===== config.mk =====
export PLATFORM = sky130hd
export DESIGN_NAME = seq_controller_flat
export DESIGN_NICKNAME = d
export VERILOG_FILES = /design/src/rtl/seq_controller_if.sv /design/src/rtl/seq_controller.sv /design/src/flat_wrapper.sv
export SDC_FILE = /design/constraint.sdc
export NUM_CORES = 1
export LEC_CHECK = 0
export CAP_MARGIN = 25
export CORE_ASPECT_RATIO = 2
export CORE_MARGIN = 2
export CORE_UTILIZATION = 25
export CTS_CLUSTER_DIAMETER = 40
export DETAILED_ROUTE_END_ITERATION = 10
export HOLD_SLACK_MARGIN = 0.03
export PLACE_DENSITY = 0.64
export SLEW_MARGIN = 20
export SYNTH_ARGS = -nofsm -noshare
export SYNTH_HDL_FRONTEND = slang
export SYNTH_SLANG_ARGS = --single-unit

===== constraint.sdc =====
create_clock -name clk -period 1.6 [get_ports clk]
set_input_delay 0.24 -clock clk [delete_from_list [all_inputs] [get_ports clk]]
set_output_delay 0.24 -clock clk [all_outputs]
set_load 0.01 [all_outputs]

===== src/rtl/seq_controller_if.sv =====
// -----------------------------------------------------------------------------
// seq_controller_if
// Bundles everything the sequencing controller exchanges with the fetch,
// execute and data-memory side of the datapath. The clock and reset are not
// part of this bundle.
//
// Memory handshake: the controller holds mem_req high from MEMORY entry
// through the cycle in which mem_ack is seen high, inclusive. mem_err is
// only meaningful in a cycle where mem_ack is high.
//
// Modports:
//   master - the controller: reads fetch/execute/memory results and drives
//            PC, stage strobes, mem_req and status.
//   slave  - the datapath/memory side: the mirror image.
// -----------------------------------------------------------------------------
interface seq_controller_if;
  logic        run;
  logic        step;
  logic [3:0]  icode;
  logic [3:0]  stat;
  logic        cnd;
  logic [63:0] valC;
  logic [63:0] valM;
  logic [63:0] valP;
  logic        mem_ack;
  logic        mem_err;
  logic [63:0] PC;
  logic        fetch_en;
  logic        decode_en;
  logic        execute_en;
  logic        mem_en;
  logic        wb_en;
  logic        mem_req;
  logic        halted;
  logic [3:0]  stat_out;
  logic [31:0] instr_cnt;

  modport master (
    input  run, step, icode, stat, cnd, valC, valM, valP, mem_ack, mem_err,
    output PC, fetch_en, decode_en, execute_en, mem_en, wb_en, mem_req,
           halted, stat_out, instr_cnt
  );

  modport slave (
    output run, step, icode, stat, cnd, valC, valM, valP, mem_ack, mem_err,
    input  PC, fetch_en, decode_en, execute_en, mem_en, wb_en, mem_req,
           halted, stat_out, instr_cnt
  );
endinterface


===== src/rtl/seq_controller.sv =====
// -----------------------------------------------------------------------------
// seq_controller
// Multi-cycle instruction sequencer. Walks each instruction through
// FETCH, DECODE, EXECUTE, MEMORY, WRITEBACK and PCUPD, one stage strobe per
// cycle, owns the program counter and the retired-instruction counter, and
// stops in a sticky HALT on a fetch fault, a halt instruction, a memory error
// or a memory timeout. Only reset leaves HALT.
//
// Ports:
//   clk          - single clock, rising edge
//   rst_n        - asynchronous active-low reset
//   bus          - seq_controller_if.master (control inputs, datapath results,
//                  PC, stage strobes, memory request, status, counter)
//   dbg_state_o  - current FSM state, for debug and checkers
// -----------------------------------------------------------------------------
module seq_controller #(
  parameter logic [63:0] RESET_PC    = 64'h0,
  parameter int          MEM_TIMEOUT = 16
) (
  input  logic                    clk,
  input  logic                    rst_n,
  seq_controller_if.master        bus,
  output logic [2:0]              dbg_state_o
);

  typedef enum logic [2:0] {
    S_IDLE, S_FETCH, S_DECODE, S_EXECUTE, S_MEMORY, S_WRITEBACK, S_PCUPD, S_HALT
  } state_e;

  localparam int         WW       = $clog2(MEM_TIMEOUT + 1);
  localparam logic [3:0] STAT_AOK = 4'd1;
  localparam logic [3:0] STAT_HLT = 4'd2;
  localparam logic [3:0] STAT_ADR = 4'd3;

  state_e         state_q, state_d;
  logic [63:0]    pc_q, pc_d;
  logic [3:0]     icode_q, icode_d;
  logic [3:0]     stat_q, stat_d;
  logic           cnd_q, cnd_d;
  logic [31:0]    cnt_q, cnt_d;
  logic [WW-1:0]  wait_q, wait_d;

  logic is_mem;
  logic fetch_en, decode_en, execute_en, mem_en, wb_en, mem_req;

  // Instructions that touch data memory and therefore wait for mem_ack.
  always_comb begin
    case (icode_q)
      4'h4, 4'h5, 4'h8, 4'h9, 4'hA, 4'hB: is_mem = 1'b1;
      default:                            is_mem = 1'b0;
    endcase
  end

  always_ff @(posedge clk or negedge rst_n) begin
    if (!rst_n) begin
      state_q <= S_IDLE;
      pc_q    <= RESET_PC;
      icode_q <= 4'h0;
      stat_q  <= STAT_AOK;
      cnd_q   <= 1'b0;
      cnt_q   <= 32'd0;
      wait_q  <= '0;
    end else begin
      state_q <= state_d;
      pc_q    <= pc_d;
      icode_q <= icode_d;
      stat_q  <= stat_d;
      cnd_q   <= cnd_d;
      cnt_q   <= cnt_d;
      wait_q  <= wait_d;
    end
  end

  always_comb begin
    state_d    = state_q;
    pc_d       = pc_q;
    icode_d    = icode_q;
    stat_d     = stat_q;
    cnd_d      = cnd_q;
    cnt_d      = cnt_q;
    wait_d     = wait_q;
    fetch_en   = 1'b0;
    decode_en  = 1'b0;
    execute_en = 1'b0;
    mem_en     = 1'b0;
    wb_en      = 1'b0;
    mem_req    = 1'b0;

    case (state_q)
      S_IDLE: begin
        // step is only honoured here; elsewhere it is simply not looked at.
        if (bus.run || bus.step) state_d = S_FETCH;
      end
      S_FETCH: begin
        fetch_en = 1'b1;
        icode_d  = bus.icode;
        if (bus.stat != STAT_AOK) begin
          stat_d  = bus.stat;
          state_d = S_HALT;
        end else if (bus.icode == 4'h0) begin
          stat_d  = STAT_HLT;
          state_d = S_HALT;
        end else begin
          state_d = S_DECODE;
        end
      end
      S_DECODE: begin
        decode_en = 1'b1;
        state_d   = S_EXECUTE;
      end
      S_EXECUTE: begin
        execute_en = 1'b1;
        cnd_d      = bus.cnd;
        state_d    = S_MEMORY;
      end
      S_MEMORY: begin
        mem_en = 1'b1;
        if (is_mem) begin
          mem_req = 1'b1;
          if (bus.mem_ack) begin
            // An ack in the last allowed cycle still wins over the timeout.
            wait_d = '0;
            if (bus.mem_err) begin
              stat_d  = STAT_ADR;
              state_d = S_HALT;
            end else begin
              state_d = S_WRITEBACK;
            end
          end else if (wait_q == WW'(MEM_TIMEOUT - 1)) begin
            wait_d  = '0;
            stat_d  = STAT_ADR;
            state_d = S_HALT;
          end else begin
            wait_d = wait_q + WW'(1);
          end
        end else begin
          state_d = S_WRITEBACK;
        end
      end
      S_WRITEBACK: begin
        wb_en   = 1'b1;
        state_d = S_PCUPD;
      end
      S_PCUPD: begin
        case (icode_q)
          4'h8:    pc_d = bus.valC;
          4'h7:    pc_d = cnd_q ? bus.valC : bus.valP;
          4'h9:    pc_d = bus.valM;
          default: pc_d = bus.valP;
        endcase
        cnt_d   = cnt_q + 32'd1;
        state_d = bus.run ? S_FETCH : S_IDLE;
      end
      S_HALT: begin
        state_d = S_HALT;
      end
      default: begin
        state_d = S_IDLE;
      end
    endcase
  end

  assign bus.PC         = pc_q;
  assign bus.fetch_en   = fetch_en;
  assign bus.decode_en  = decode_en;
  assign bus.execute_en = execute_en;
  assign bus.mem_en     = mem_en;
  assign bus.wb_en      = wb_en;
  assign bus.mem_req    = mem_req;
  assign bus.halted     = (state_q == S_HALT);
  assign bus.stat_out   = stat_q;
  assign bus.instr_cnt  = cnt_q;
  assign dbg_state_o    = state_q;

endmodule


===== src/flat_wrapper.sv =====
// flat-port wrapper written by rule: the top's interface ports become plain ports
module seq_controller_flat 
#(
  parameter logic [63:0] RESET_PC    = 64'h0,
  parameter int          MEM_TIMEOUT = 16
)
  (clk, rst_n, dbg_state_o, bus_run, bus_step, bus_icode, bus_stat, bus_cnd, bus_valC, bus_valM, bus_valP, bus_mem_ack, bus_mem_err, bus_PC, bus_fetch_en, bus_decode_en, bus_execute_en, bus_mem_en, bus_wb_en, bus_mem_req, bus_halted, bus_stat_out, bus_instr_cnt);
  seq_controller_if bus_i ();
  input  logic clk;
  input  logic rst_n;
  output logic [2:0] dbg_state_o;
  input wire logic [$bits(bus_i.run)-1:0] bus_run;
  input wire logic [$bits(bus_i.step)-1:0] bus_step;
  input wire logic [$bits(bus_i.icode)-1:0] bus_icode;
  input wire logic [$bits(bus_i.stat)-1:0] bus_stat;
  input wire logic [$bits(bus_i.cnd)-1:0] bus_cnd;
  input wire logic [$bits(bus_i.valC)-1:0] bus_valC;
  input wire logic [$bits(bus_i.valM)-1:0] bus_valM;
  input wire logic [$bits(bus_i.valP)-1:0] bus_valP;
  input wire logic [$bits(bus_i.mem_ack)-1:0] bus_mem_ack;
  input wire logic [$bits(bus_i.mem_err)-1:0] bus_mem_err;
  output wire logic [$bits(bus_i.PC)-1:0] bus_PC;
  output wire logic [$bits(bus_i.fetch_en)-1:0] bus_fetch_en;
  output wire logic [$bits(bus_i.decode_en)-1:0] bus_decode_en;
  output wire logic [$bits(bus_i.execute_en)-1:0] bus_execute_en;
  output wire logic [$bits(bus_i.mem_en)-1:0] bus_mem_en;
  output wire logic [$bits(bus_i.wb_en)-1:0] bus_wb_en;
  output wire logic [$bits(bus_i.mem_req)-1:0] bus_mem_req;
  output wire logic [$bits(bus_i.halted)-1:0] bus_halted;
  output wire logic [$bits(bus_i.stat_out)-1:0] bus_stat_out;
  output wire logic [$bits(bus_i.instr_cnt)-1:0] bus_instr_cnt;
  assign bus_i.run = bus_run;
  assign bus_i.step = bus_step;
  assign bus_i.icode = bus_icode;
  assign bus_i.stat = bus_stat;
  assign bus_i.cnd = bus_cnd;
  assign bus_i.valC = bus_valC;
  assign bus_i.valM = bus_valM;
  assign bus_i.valP = bus_valP;
  assign bus_i.mem_ack = bus_mem_ack;
  assign bus_i.mem_err = bus_mem_err;
  assign bus_PC = bus_i.PC;
  assign bus_fetch_en = bus_i.fetch_en;
  assign bus_decode_en = bus_i.decode_en;
  assign bus_execute_en = bus_i.execute_en;
  assign bus_mem_en = bus_i.mem_en;
  assign bus_wb_en = bus_i.wb_en;
  assign bus_mem_req = bus_i.mem_req;
  assign bus_halted = bus_i.halted;
  assign bus_stat_out = bus_i.stat_out;
  assign bus_instr_cnt = bus_i.instr_cnt;
  seq_controller #(.RESET_PC(RESET_PC), .MEM_TIMEOUT(MEM_TIMEOUT)) u_core (.clk(clk), .rst_n(rst_n), .bus(bus_i), .dbg_state_o(dbg_state_o));
endmodule

==> flow_summary.html <==
<table>
<tr><th>Metric</th><th>Value</th></tr>
<tr><th colspan="2">Setup path</th></tr>
<tr><td>Startpoint types</td><td>flip-flop</td></tr>
<tr><td>R2r startpoint</td><td>u_core.icode_q[3]</td></tr>
<tr><td>Register-to-Register Path Depth</td><td>7</td></tr>
<tr><td>Setup crit end</td><td>bus_mem_req</td></tr>
<tr><td>Endpoint arrival time on the critical path</td><td>1.51 ns</td></tr>
<tr><td>Critical Setup Path Class</td><td>reg2out</td></tr>
<tr><td>Critical Path End Type</td><td>output port</td></tr>
<tr><td>Reg2reg setup slack</td><td>-0.14 ns</td></tr>
<tr><td>Maximum fanout encountered on the critical timing path</td><td>2</td></tr>
<tr><td>Worst reg2reg path endpoint</td><td>u_core.bus.PC[8]</td></tr>
<tr><td>Start point of the critical path</td><td>u_core.dbg_state_o[0]</td></tr>
<tr><td>Worst EP required</td><td>1.36 ns</td></tr>
<tr><th colspan="2">Timing</th></tr>
<tr><td>Post-route clock period utilization</td><td>110%</td></tr>
<tr><td>Final Max Slew Viols</td><td>0</td></tr>
<tr><td>Worst slew margin relative to its limit</td><td>roughly 55%</td></tr>
<tr><td>Unrepaired setup endpoints after global routing</td><td>true</td></tr>
<tr><td>Shortest period the worst path allows</td><td>between 1.5 and 2 ns</td></tr>
<tr><td>Least-Margin Pin Slew</td><td>0.675 ns</td></tr>
<tr><td>Final worst setup slack</td><td>-0.152 ns</td></tr>
<tr><td>Maximum operating frequency</td><td>571 MHz</td></tr>
<tr><td>Hold slack final</td><td>0.248 ns</td></tr>
<tr><td>Setup clock skew after layout</td><td>0.0132 ns</td></tr>
<tr><td>Setup Viol. Count Final</td><td>104</td></tr>
<tr><td>Final hold violation count</td><td>0</td></tr>
<tr><th colspan="2">Cells and area</th></tr>
<tr><td># nets final</td><td>1211</td></tr>
<tr><td>Layout overhead on the synthesized area</td><td>112%</td></tr>
<tr><td>Non-filler cells in the finished layout</td><td>1293</td></tr>
<tr><td>Register area</td><td>2830 µm²</td></tr>
<tr><td>Filler Cells Inserted</td><td>1917</td></tr>
<tr><td>Share of cells above drive strength 1</td><td>between 20 and 30%</td></tr>
<tr><td>Multi-input gate area in the final layout</td><td>3190 µm²</td></tr>
<tr><td>Post-layout instance area</td><td>about 12000 µm²</td></tr>
<tr><td>Core utilization of the finished layout</td><td>a little over half</td></tr>
<tr><th colspan="2">Routing</th></tr>
<tr><td>Vias</td><td>6347</td></tr>
<tr><td>Total wirelength of the detailed-routed design</td><td>26300 µm</td></tr>
<tr><td>Average wire length per cell after detail routing</td><td>roughly 20 µm</td></tr>
<tr><td>Remaining antenna violation count after routing</td><td>0</td></tr>
<tr><td>Average vias per placed instance</td><td>a little under 5</td></tr>
<tr><td>DRC Markers</td><td>0</td></tr>
<tr><td>Number of optimization iterations in the first detailed-route pass</td><td>4</td></tr>
<tr><td>Number of DRC violations after detailed-routing iteration 0</td><td>253</td></tr>
<tr><th colspan="2">GRT</th></tr>
<tr><td>Number of antenna violations at the first check in global routing</td><td>2</td></tr>
<tr><td>Global-route wire length before repair</td><td>36000 µm</td></tr>
<tr><td>Largest net degree at the start of global routing</td><td>49</td></tr>
<tr><td>Global-route total usage across every layer</td><td>between 20 and 25%</td></tr>
<tr><td>Leftover overflow at the end of global routing</td><td>0</td></tr>
<tr><td>Vias in the first global route</td><td>6594</td></tr>
<tr><th colspan="2">Yosys</th></tr>
<tr><td>Mapped Avg Cell Area</td><td>between 9 and 10 µm²</td></tr>
<tr><td>Post-synthesis sequential area ratio</td><td>50.8%</td></tr>
<tr><td>Distinct cell type count after synthesis</td><td>50</td></tr>
<tr><td>EDFF count, synth</td><td>0</td></tr>
<tr><td>Synth warn</td><td>0</td></tr>
<tr><td>Most used DFF post-synth</td><td>sky130_fd_sc_hd__dfrtp_1</td></tr>
<tr><td>Dominant cells by area after synthesis</td><td>sky130_fd_sc_hd__dfrtp_1 50%, sky130_fd_sc_hd__a221oi_1 10%, sky130_fd_sc_hd__a21oi_1 6.0%, sky130_fd_sc_hd__nand2_1 5.4%, sky130_fd_sc_hd__nor2_1 4.9%</td></tr>
<tr><td>Async S/R FF share, synth</td><td>100%</td></tr>
<tr><td>Netlist area before placement</td><td>about 5600 µm²</td></tr>
<tr><td>Post-synth top area share</td><td>50.4%</td></tr>
<tr><td>Library cell with the largest summed area after synthesis</td><td>sky130_fd_sc_hd__dfrtp_1</td></tr>
<tr><td>Post-synthesis cell count</td><td>approximately 570</td></tr>
<tr><td>Most common library cells after synthesis</td><td>112 x sky130_fd_sc_hd__dfrtp_1, 80 x sky130_fd_sc_hd__nand2_1, 72 x sky130_fd_sc_hd__nor2_1</td></tr>
<tr><td>Net count after synthesis</td><td>782</td></tr>
<tr><td>Most numerous cell in the Yosys netlist</td><td>sky130_fd_sc_hd__dfrtp_1</td></tr>
<tr><td>Number of flip-flops and latches in the synthesized netlist</td><td>113</td></tr>
<tr><th colspan="2">CTS</th></tr>
<tr><td>Number of H-tree levels</td><td>4</td></tr>
<tr><td>Maximum buffer depth of the clock tree</td><td>2</td></tr>
<tr><td>TritonCTS clock tree</td><td>yes</td></tr>
<tr><td>Number of buffers inserted during clock tree synthesis</td><td>17</td></tr>
<tr><td>Master cell of the clock root buffer</td><td>sky130_fd_sc_hd__clkbuf_16</td></tr>
<tr><td>Clock Latency Late Sink</td><td>0.41 ns</td></tr>
<tr><td>TritonCTS sink count</td><td>around 110</td></tr>
<tr><td>Clk pin slew, worst setup/hold paths</td><td>0.06 ns</td></tr>
<tr><th colspan="2">Floorplanning</th></tr>
<tr><td>Floorplan Core Area</td><td>about 22000 µm²</td></tr>
<tr><td>Die ar.</td><td>23500 µm²</td></tr>
<tr><td>Top Ports</td><td>317</td></tr>
<tr><td>X dimension of the die</td><td>110 µm</td></tr>
<tr><td>Std cell rows</td><td>77</td></tr>
<tr><td>Height of the die</td><td>215 µm</td></tr>
<tr><td>Effective utilization at floorplan</td><td>about 25%</td></tr>
<tr><th colspan="2">Hold path</th></tr>
<tr><td>Min-delay worst type</td><td>in2async</td></tr>
<tr><th colspan="2">Status</th></tr>
<tr><td>Run status</td><td>finished with violations</td></tr>
<tr><td>Violated checks</td><td>negative setup slack</td></tr>
<tr><th colspan="2">Placed design</th></tr>
<tr><td>IO buf count</td><td>around 320</td></tr>
<tr><td>Worst slack, placed</td><td>-0.380 ns</td></tr>
<tr><td>Placed Instances</td><td>roughly 1200</td></tr>
<tr><td>HPWL after detailed placement</td><td>16800 µm</td></tr>
<tr><td>Cell area reported after detailed placement</td><td>9550 µm²</td></tr>
<tr><td>Final weighted congestion of routability-driven global placement</td><td>0.842</td></tr>
<tr><th colspan="2">Pwr</th></tr>
<tr><td>Leakage component of the power</td><td>0.00509 µW</td></tr>
<tr><td>Internal cell power</td><td>12100 µW</td></tr>
<tr><td>Clock power frac</td><td>21.2%</td></tr>
<tr><td>Maximum vdd drop</td><td>0.803 mV</td></tr>
<tr><td>Portion of total power attributed to combinational logic</td><td>54.7%</td></tr>
<tr><td>Sw Share</td><td>37.0%</td></tr>
<tr><td>Switching component of the power</td><td>7120 µW</td></tr>
<tr><td>Fraction of power consumed by sequential logic</td><td>24.1%</td></tr>
<tr><td>PD cells</td><td>1630 nW/µm²</td></tr>
<tr><th colspan="2">Flow run</th></tr>
<tr><td>Number of maximum-capacitance constraint violations</td><td>0</td></tr>
</table>
## worst max-delay path, stage by stage, from the launching register on
cell                       delay, ns
sky130_fd_sc_hd__dfrtp_1        0.39
sky130_fd_sc_hd__or3b_4         0.42
sky130_fd_sc_hd__clkinv_4       0.06
sky130_fd_sc_hd__o21ai_2        0.06
sky130_fd_sc_hd__inv_2          0.07
sky130_fd_sc_hd__buf_6          0.10
## metal layers
| layer | routed length, µm | vias to the layer above | global-route usage, % |
|---|---|---|---|
| met4 | 1250 | 0 | 11.0 |
| met3 | 1310 | 53 | 4.22 |
| met2 | 14900 | 244 | 37.6 |
| li1 | - | 2970 | - |
| met1 | 8830 | 3080 | 20.4 |
| met5 | 0 | - | 0 |
## repair_timing
item | in CTS | in global routing
endpoints found under the hold margin | 84 | 0
hold buffers | 1 | 0
pin swaps | 38 | 61
resized for setup | 168 | 108
cloned | 3 | 17
buffers inserted | 27 | 17
endpoints found under the setup margin | 144 | 141
## cells in the final DEF (no fill, tap or decap), drive strengths merged, types with 2 or more instances in the layout
cell	instances
clkdlybuf4s50	239
nor2	72
ha	2
xor2	3
clkinvlp	3
nor2b	5
and4	2
and3	7
clkbuf	30
a22o	2
nand3b	2
bufinv	4
diode	2
nor3	4
clkinv	4
o21ai	6
nand4	19
dlygate4sd2	41
a21oi	68
xnor2	30
a221oi	64
and2	4
nand3	8
mux2	7
dlymetal6s2s	26
or3b	2
nor4	3
nor3b	7
inv	11
buf	128
mux2i	3
nand2	80
dfrtp	112
## metrics by stage
| step | TNS (ns) | total power, µW |
|---|---|---|
| 6_report | -7.70 | 19300 |
| 5_1_grt | -16.03 | 20300 |
| 4_1_cts | -7.19 | 17600 |
| 3_5_place_dp | -10.25 | 12600 |
| 3_3_place_gp | -8.99 | 12500 |
| 2_1_floorplan | -0.425 | 8050 |
## power groups by stage
stage	Sequential (µW)	Combinational [µW]	Clock, µW
3_5_place_dp	4660	7910	0
2_1_floorplan	5070	2980	0
4_1_cts	4640	8790	4190
3_3_place_gp	4620	7840	0
6_report	4640	10500	4090
5_1_grt	4790	11200	4320
## how the worst min path moves through the flow
stage	from	endpoint	slack, ns	cells after the start
2_1_floorplan	rst_n	u_core.bus.PC[0]	-0.06	0
3_3_place_gp	rst_n	u_core.bus.PC[0]	0.13	1
3_5_place_dp	rst_n	u_core.bus.PC[0]	0.14	1
4_1_cts	rst_n	u_core.bus.PC[0]	0.23	2
5_1_grt	rst_n	u_core.bus.PC[0]	0.25	2
6_report	rst_n	u_core.bus.PC[57]	0.25	2
## final cells by class
type / count / area share (%)
Sequential cell: 113 / 24.0
Inverter: 7 / 0.265
Clock inverter: 15 / 1.74
Timing Repair Buffer: 449 / 40.3
Antenna cell: 2 / 0.0424
Multi-Input combinational cell: 414 / 27.1
Clock buffer: 17 / 3.61
Tap cell: 276 / 2.93
## flip-flops by register name (all words and copies together) (netlist names)
name / flops
u_core.bus.PC: 64
u_core.bus.instr_cnt: 32
u_core.wait_q: 5
u_core.bus.stat_out: 4
u_core.icode_q: 4
u_core.dbg_state_o: 3
u_core.cnd_q: 1
## kinds of logic (layout without fill, tap and decap cells)
group / after synthesis / in the layout / synth area share, %
DFF: 113 / 113 / 50.8
and+or+nand+nor: 220 / 220 / 18.7
muxes: 10 / 10 / 2.02
buffers and inverters: 46 / 488 / 3.64
other: 0 / 2 / 0
adders and majority gates: 2 / 2 / 0.450
AOI/OAI and AO/OA: 149 / 149 / 19.2
xor gates and xnor gates: 33 / 33 / 5.19
Power figures use the tool's default switching activity.
